===== config.mk =====
export PLATFORM = sky130hd
export DESIGN_NAME = sum_byte_reader
export DESIGN_NICKNAME = d
export VERILOG_FILES = /design/src/rtl/sum_byte_reader.sv
export SDC_FILE = /design/constraint.sdc
export NUM_CORES = 1
export LEC_CHECK = 0
export CORE_MARGIN = 2
export CORE_UTILIZATION = 49
export DETAILED_ROUTE_END_ITERATION = 8
export GPL_ROUTABILITY_DRIVEN = 0
export PLACE_DENSITY_LB_ADDON = 0.3
export SLEW_MARGIN = 30
export SYNTH_ARGS = -nofsm -noshare
export SYNTH_HDL_FRONTEND = slang
export SYNTH_SLANG_ARGS = --single-unit
export TNS_END_PERCENT = 10

===== constraint.sdc =====
create_clock -name clk -period 3 [get_ports clk]
set_input_delay 0.6 -clock clk [delete_from_list [all_inputs] [get_ports clk]]
set_output_delay 0.6 -clock clk [all_outputs]
set_load 0.01 [all_outputs]

===== src/rtl/sum_byte_reader.sv =====
// sum_byte_reader
//   Takes the 32-bit sum words from the entropy-sum stage and stores them in a
//   small word FIFO. It then sends each word out one byte at a time on a
//   valid/ready byte stream. The sum stage cannot be stalled, so a word that
//   arrives when the FIFO has no room is dropped and the sticky overflow flag
//   is set.
//
// Parameters
//   DEPTH      word FIFO depth in words (power of two, >= 2)
//   MSB_FIRST  0: bits [7:0] go out first, 1: bits [31:24] go out first
//
// Ports
//   clk         system clock, rising edge
//   rst_n       asynchronous active-low reset
//   sum_in      sum word from the sum stage
//   sum_vld     sum_in valid; one word per high cycle, no backpressure
//   byte_out    current output byte
//   byte_vld    byte_out valid
//   byte_rdy    downstream accepts byte_out when high together with byte_vld
//   fifo_level  words held in the FIFO, not counting the word being serialized
//   overflow    sticky: a word was dropped
//   ovf_clr     synchronous clear of overflow and drop_cnt
//   drop_cnt    dropped-word counter
//
// Configuration
//   SUM_READER_DROP_CNT_EN  when defined, drop_cnt counts dropped words and
//                           saturates at 0xFFFF. When undefined, drop_cnt is
//                           tied to zero and no counter flops are built.
//
// FSM states
//   state  | meaning
//   S_IDLE | no word held, byte_vld low; pops the FIFO head when it is non-empty
//   S_EMIT | word held, byte_vld high; presents byte idx_q of the held word

module sum_byte_reader #(
  parameter int DEPTH     = 2,
  parameter int MSB_FIRST = 0
) (
  input  logic                       clk,
  input  logic                       rst_n,
  input  logic [31:0]                sum_in,
  input  logic                       sum_vld,
  output logic [7:0]                 byte_out,
  output logic                       byte_vld,
  input  logic                       byte_rdy,
  output logic [$clog2(DEPTH):0]     fifo_level,
  output logic                       overflow,
  input  logic                       ovf_clr,
  output logic [15:0]                drop_cnt
);

  localparam int AW = $clog2(DEPTH);
  localparam int LW = AW + 1;

  typedef enum logic {
    S_IDLE = 1'b0,
    S_EMIT = 1'b1
  } state_t;

  state_t          state_q;
  logic [31:0]     mem [DEPTH];
  logic [AW-1:0]   wr_ptr_q;
  logic [AW-1:0]   rd_ptr_q;
  logic [LW-1:0]   level_q;
  logic [31:0]     word_q;
  logic [1:0]      idx_q;

  logic            fifo_empty;
  logic            fifo_full;
  logic            last_xfer;
  logic            pop;
  logic            push;
  logic            drop;
  logic [31:0]     head_word;

  // Returns byte number i (in transmit order) of word w.
  function automatic logic [7:0] byte_sel(input logic [31:0] w, input logic [1:0] i);
    logic [1:0] k;
    logic [7:0] b;
    k = (MSB_FIRST != 0) ? ~i : i;
    case (k)
      2'd0:    b = w[7:0];
      2'd1:    b = w[15:8];
      2'd2:    b = w[23:16];
      default: b = w[31:24];
    endcase
    return b;
  endfunction

  assign fifo_empty = (level_q == '0);
  assign fifo_full  = (level_q == LW'(DEPTH));
  assign head_word  = mem[rd_ptr_q];

  // Final byte of the held word is being accepted this cycle.
  assign last_xfer  = (state_q == S_EMIT) && byte_rdy && (idx_q == 2'd3);

  // Pop either starts a word from idle or chains the next word straight after
  // the final byte, so consecutive words go out with no gap.
  assign pop  = !fifo_empty && ((state_q == S_IDLE) || last_xfer);

  // When the FIFO is full, a pop on the same edge frees the slot the push
  // needs. An empty FIFO never pops on the push edge, so there is no bypass.
  assign push = sum_vld && (!fifo_full || pop);
  assign drop = sum_vld && !push;

  assign fifo_level = level_q;

  // FIFO storage is not reset. The pointers and the level define which
  // entries are valid.
  always_ff @(posedge clk) begin
    if (push) begin
      mem[wr_ptr_q] <= sum_in;
    end
  end

  always_ff @(posedge clk or negedge rst_n) begin
    if (!rst_n) begin
      wr_ptr_q <= '0;
      rd_ptr_q <= '0;
      level_q  <= '0;
    end else begin
      if (push) begin
        wr_ptr_q <= wr_ptr_q + AW'(1);
      end
      if (pop) begin
        rd_ptr_q <= rd_ptr_q + AW'(1);
      end
      level_q <= level_q + LW'(push) - LW'(pop);
    end
  end

  // Serializer FSM. byte_out and byte_vld are registered. They change only on
  // a pop or on an accepted byte, so they hold steady while the downstream
  // stalls.
  always_ff @(posedge clk or negedge rst_n) begin
    if (!rst_n) begin
      state_q  <= S_IDLE;
      word_q   <= '0;
      idx_q    <= '0;
      byte_out <= 8'h00;
      byte_vld <= 1'b0;
    end else begin
      if (pop) begin
        state_q  <= S_EMIT;
        word_q   <= head_word;
        idx_q    <= 2'd0;
        byte_out <= byte_sel(head_word, 2'd0);
        byte_vld <= 1'b1;
      end else if (state_q == S_EMIT && byte_rdy) begin
        if (idx_q == 2'd3) begin
          state_q  <= S_IDLE;
          byte_vld <= 1'b0;
        end else begin
          idx_q    <= idx_q + 2'd1;
          byte_out <= byte_sel(word_q, idx_q + 2'd1);
        end
      end
    end
  end

  // If a drop and a clear happen on the same edge, the drop wins, so the new
  // loss is still reported.
  always_ff @(posedge clk or negedge rst_n) begin
    if (!rst_n) begin
      overflow <= 1'b0;
    end else if (drop) begin
      overflow <= 1'b1;
    end else if (ovf_clr) begin
      overflow <= 1'b0;
    end
  end

`ifdef SUM_READER_DROP_CNT_EN
  logic [15:0] drop_cnt_q;

  always_ff @(posedge clk or negedge rst_n) begin
    if (!rst_n) begin
      drop_cnt_q <= '0;
    end else if (drop) begin
      if (ovf_clr) begin
        drop_cnt_q <= 16'd1;
      end else if (drop_cnt_q != 16'hFFFF) begin
        drop_cnt_q <= drop_cnt_q + 16'd1;
      end
    end else if (ovf_clr) begin
      drop_cnt_q <= '0;
    end
  end

  assign drop_cnt = drop_cnt_q;
`else
  assign drop_cnt = 16'h0000;
`endif

endmodule


==> impl_metrics.csv <==
group,metric,value,unit
layout,diodes,0,
timing,fin_crit_sh,79.0,%
routing,antenna_left,0,
timing,relSlewSlack,49.1,%
synth,netlist-cell-type-count,39,
worst_setup_path,max_stage_delay,0.59,ns
routing,route.detailed.drc,0,
worst_setup_path,rrSetupSlack,0.63,ns
synth,synth.area.top_cells,"edfxtp_1, dfrtp_1, mux2i_1",
job,maxCapViolCount,0,
synth,synth-seq-cells,112,
worst_hold_path,hold_path_class,"in -> async",
timing,setup-violations-final,0,
timing,fin_crit,2.37,ns
synth,syn-instance-count,335,
layout,final_cells,513,
routing,vias,2729,
clock_tree,clock-sinks,112,
clock_tree,clock_tree.root_cell,"clkbuf_8",
floorplanning,dieHeight,102,µm
floorplanning,num_rows,35,
clock_tree,worstSkewPairLatency,0.36,ns
floorplanning,pin_count,65,
synth,syn_area,0.00471,mm²
place,pre_cts_ws,0.520,ns
timing,tns,0,ns
floorplanning,die_x,102,µm
worst_setup_path,cp.arrival,2.62,ns
global_route,grt-ovfl-total,0,
worst_setup_path,r2r_cells,8,
clock_tree,postCtsSetupBuffers,0,
layout,syn2layout_area_growth,15.3,%
pwr,ir_drop,0.000402,V
global_route,grt_antenna_before_repair,0,
worst_setup_path,crit_path_cell_trace,"ha_1 -> a21boi_2 -> buf_4 -> nor2_2 -> o21bai_1 -> ha_1 -> xnor2_1 -> xnor2_1",
worst_setup_path,worst_r2r_endpoint,"fifo_level[1]",
floorplanning,dieArea,0.0104,mm²
synth,synth_area_leader_cell,"edfxtp_1",
worst_setup_path,crit_start,"idx_q[0]",
layout,fill_cells,780,
worst_setup_path,crit_path_end_kind,"flip-flop",
timing,finalWorstSetupSlack,0.629,ns
layout,drive_gt1_share,9.11,%
place,hpwlAfterDp,5530,µm
routing,drt_wl_total,8310,µm
timing,slew_viol_final,0,
routing,routed_via_density,5.32,
routing,firstDrtPassIters,4,
pwr,power-per-cell-area,944,mW/mm²
synth,synth_most_common_cell,"edfxtp_1",
synth,seq_area_frac_synth,66.3,%
timing,skew,0.00914,ns
timing,final-hold-violation-count,0,
synth,avgSynthCellArea,14.1,µm²
clock_tree,ctsHoldBuffers,0,
worst_setup_path,path_max_fanout,17,
timing,rsz0062_at_grt,"false",
place,portBuffers,48,
clock_tree,clock_path_buffers,2,
synth,ys.flop_type,"edfxtp_1",
synth,ys_warn_count,0,
status,run_status,"completed",
worst_setup_path,r2r-start,"idx_q[0]",
global_route,grt_max_degree,49,
worst_setup_path,critPathLaunchType,"flip-flop",
place,dpl.cell_count,497,
timing,worst-slew-pin-transition,0.763,ns
synth,synth_top_area_share,40.8,%
timing,fmax,0.422,GHz
floorplanning,coreArea,0.00928,mm²
worst_setup_path,timing.critical_path.buf_inv,1,
synth,synth_edf_count,64,
synth,synthArstFlopShare,42.9,%
clock_tree,cts-buffers-inserted,9,
clock_tree,cts_resized,0,
worst_setup_path,critPathSlowestCell,"ha_1",
worst_setup_path,critical_path_class,"reg -> reg",
global_route,grt_pass1_vias,2622,
clock_tree,htreeDepth,3,
pwr,p_leak,2.14,nW
routing,drt-initial-drc-count,122,
global_route,grtUsageTotal,17.2,%
clock_tree,clk_pin_slew,0.10,ns
global_route,grt_pass1_wl,13400,µm
worst_setup_path,worstPathRequired,3.25,ns
worst_setup_path,crit_family,"adder cells",
synth,synth_common_cells,"edfxtp_1, dfrtp_1, mux2i_1",
layout,nets,421,
routing,wl_per_cell,16.2,µm
floorplanning,start_util,50.7,%
clock_tree,cts_tree,"done",
-- through the flow --
step	total power, W	hold slack (ns)	cell area [µm²]	utilization, %
floorplan	0.00368	0.304	4760	-
global placement	0.00417	0.463	5210	56.1
detailed placement	0.00421	0.468	5210	56.1
CTS	0.00517	0.339	5430	58.5
global route	0.00545	0.367	5430	58.5
finish	0.00513	0.330	5430	58.5
-- report_power, final --
part           switching [W]  total (W)  internal, W  leakage (nW)
logic               0.000896    0.00167     0.000777         0.851
registers           0.000331    0.00250      0.00217          1.18
clock network       0.000487   0.000959     0.000472         0.111
-- registers in the layout, summed over array words and instances, names as in the netlist --
| signal | cells |
|---|---|
| mem | 64 |
| word_q | 32 |
| byte_out | 8 |
| fifo_level | 2 |
| idx_q | 2 |
| overflow | 1 |
| rd_ptr_q | 1 |
| state_q | 1 |
| wr_ptr_q | 1 |
-- worst max-delay path by stage --
| stage | to | slack [ns] | depth (start not counted) |
|---|---|---|---|
| 3_5_place_dp | fifo_level[1] | 0.52 | 8 |
| 6_report | fifo_level[1] | 0.63 | 8 |
| 2_1_floorplan | mem[0][0] | 0.09 | 5 |
| 3_3_place_gp | fifo_level[1] | 0.55 | 8 |
| 5_1_grt | fifo_level[1] | 0.45 | 8 |
| 4_1_cts | fifo_level[1] | 0.63 | 8 |
-- layer usage --
metal	part of all wire [%]	GRT usage, %	up-vias
met5	0	0	-
met4	1.9	6.36	0
met3	4.9	3.49	13
met2	48	27.2	87
met1	45	23.9	1340
li1	-	-	1289
-- area by class of cell --
| class | count | area, µm² | share of cell area, % |
|---|---|---|---|
| timing repair buffer | 57 | 543 | 10.0 |
| clock buffer | 9 | 124 | 2.28 |
| sequential | 112 | 3120 | 57.5 |
| inverter | 15 | 56.3 | 1.04 |
| clock inverter | 7 | 95.1 | 1.75 |
| multi-input combinational | 184 | 1330 | 24.4 |
| tap | 129 | 161 | 2.97 |
-- cells in the final DEF, fill, tap and decap left out, drive strengths merged, types with 4 or more instances in the layout --
cell            n
a21oi           8
a221oi          8
a22oi           8
a2bb2oi         5
buf            10
clkbuf          9
clkdlybuf4s50  47
clkinv          4
conb           16
dfrtp          48
edfxtp         64
ha              5
inv            16
mux2i          37
nand3           5
nor2            4
nor3            4
o21a           10
o21ai          50
xnor2           4
-- cell families (layout without fill, tap and decap cells) --
group           Yosys count  in the layout  share of synthesized area [%]
flops                   112            112                           66.3
xor+xnor                  4              4                          0.744
mux                      37             37                           7.87
compound gates          102            102                           14.0
buf+inv                  54             88                           6.80
other cells               1             16                         0.0796
simple gates             20             20                           2.90
fa+ha+maj                 5              5                           1.33
(Power assumes the default switching activity.)
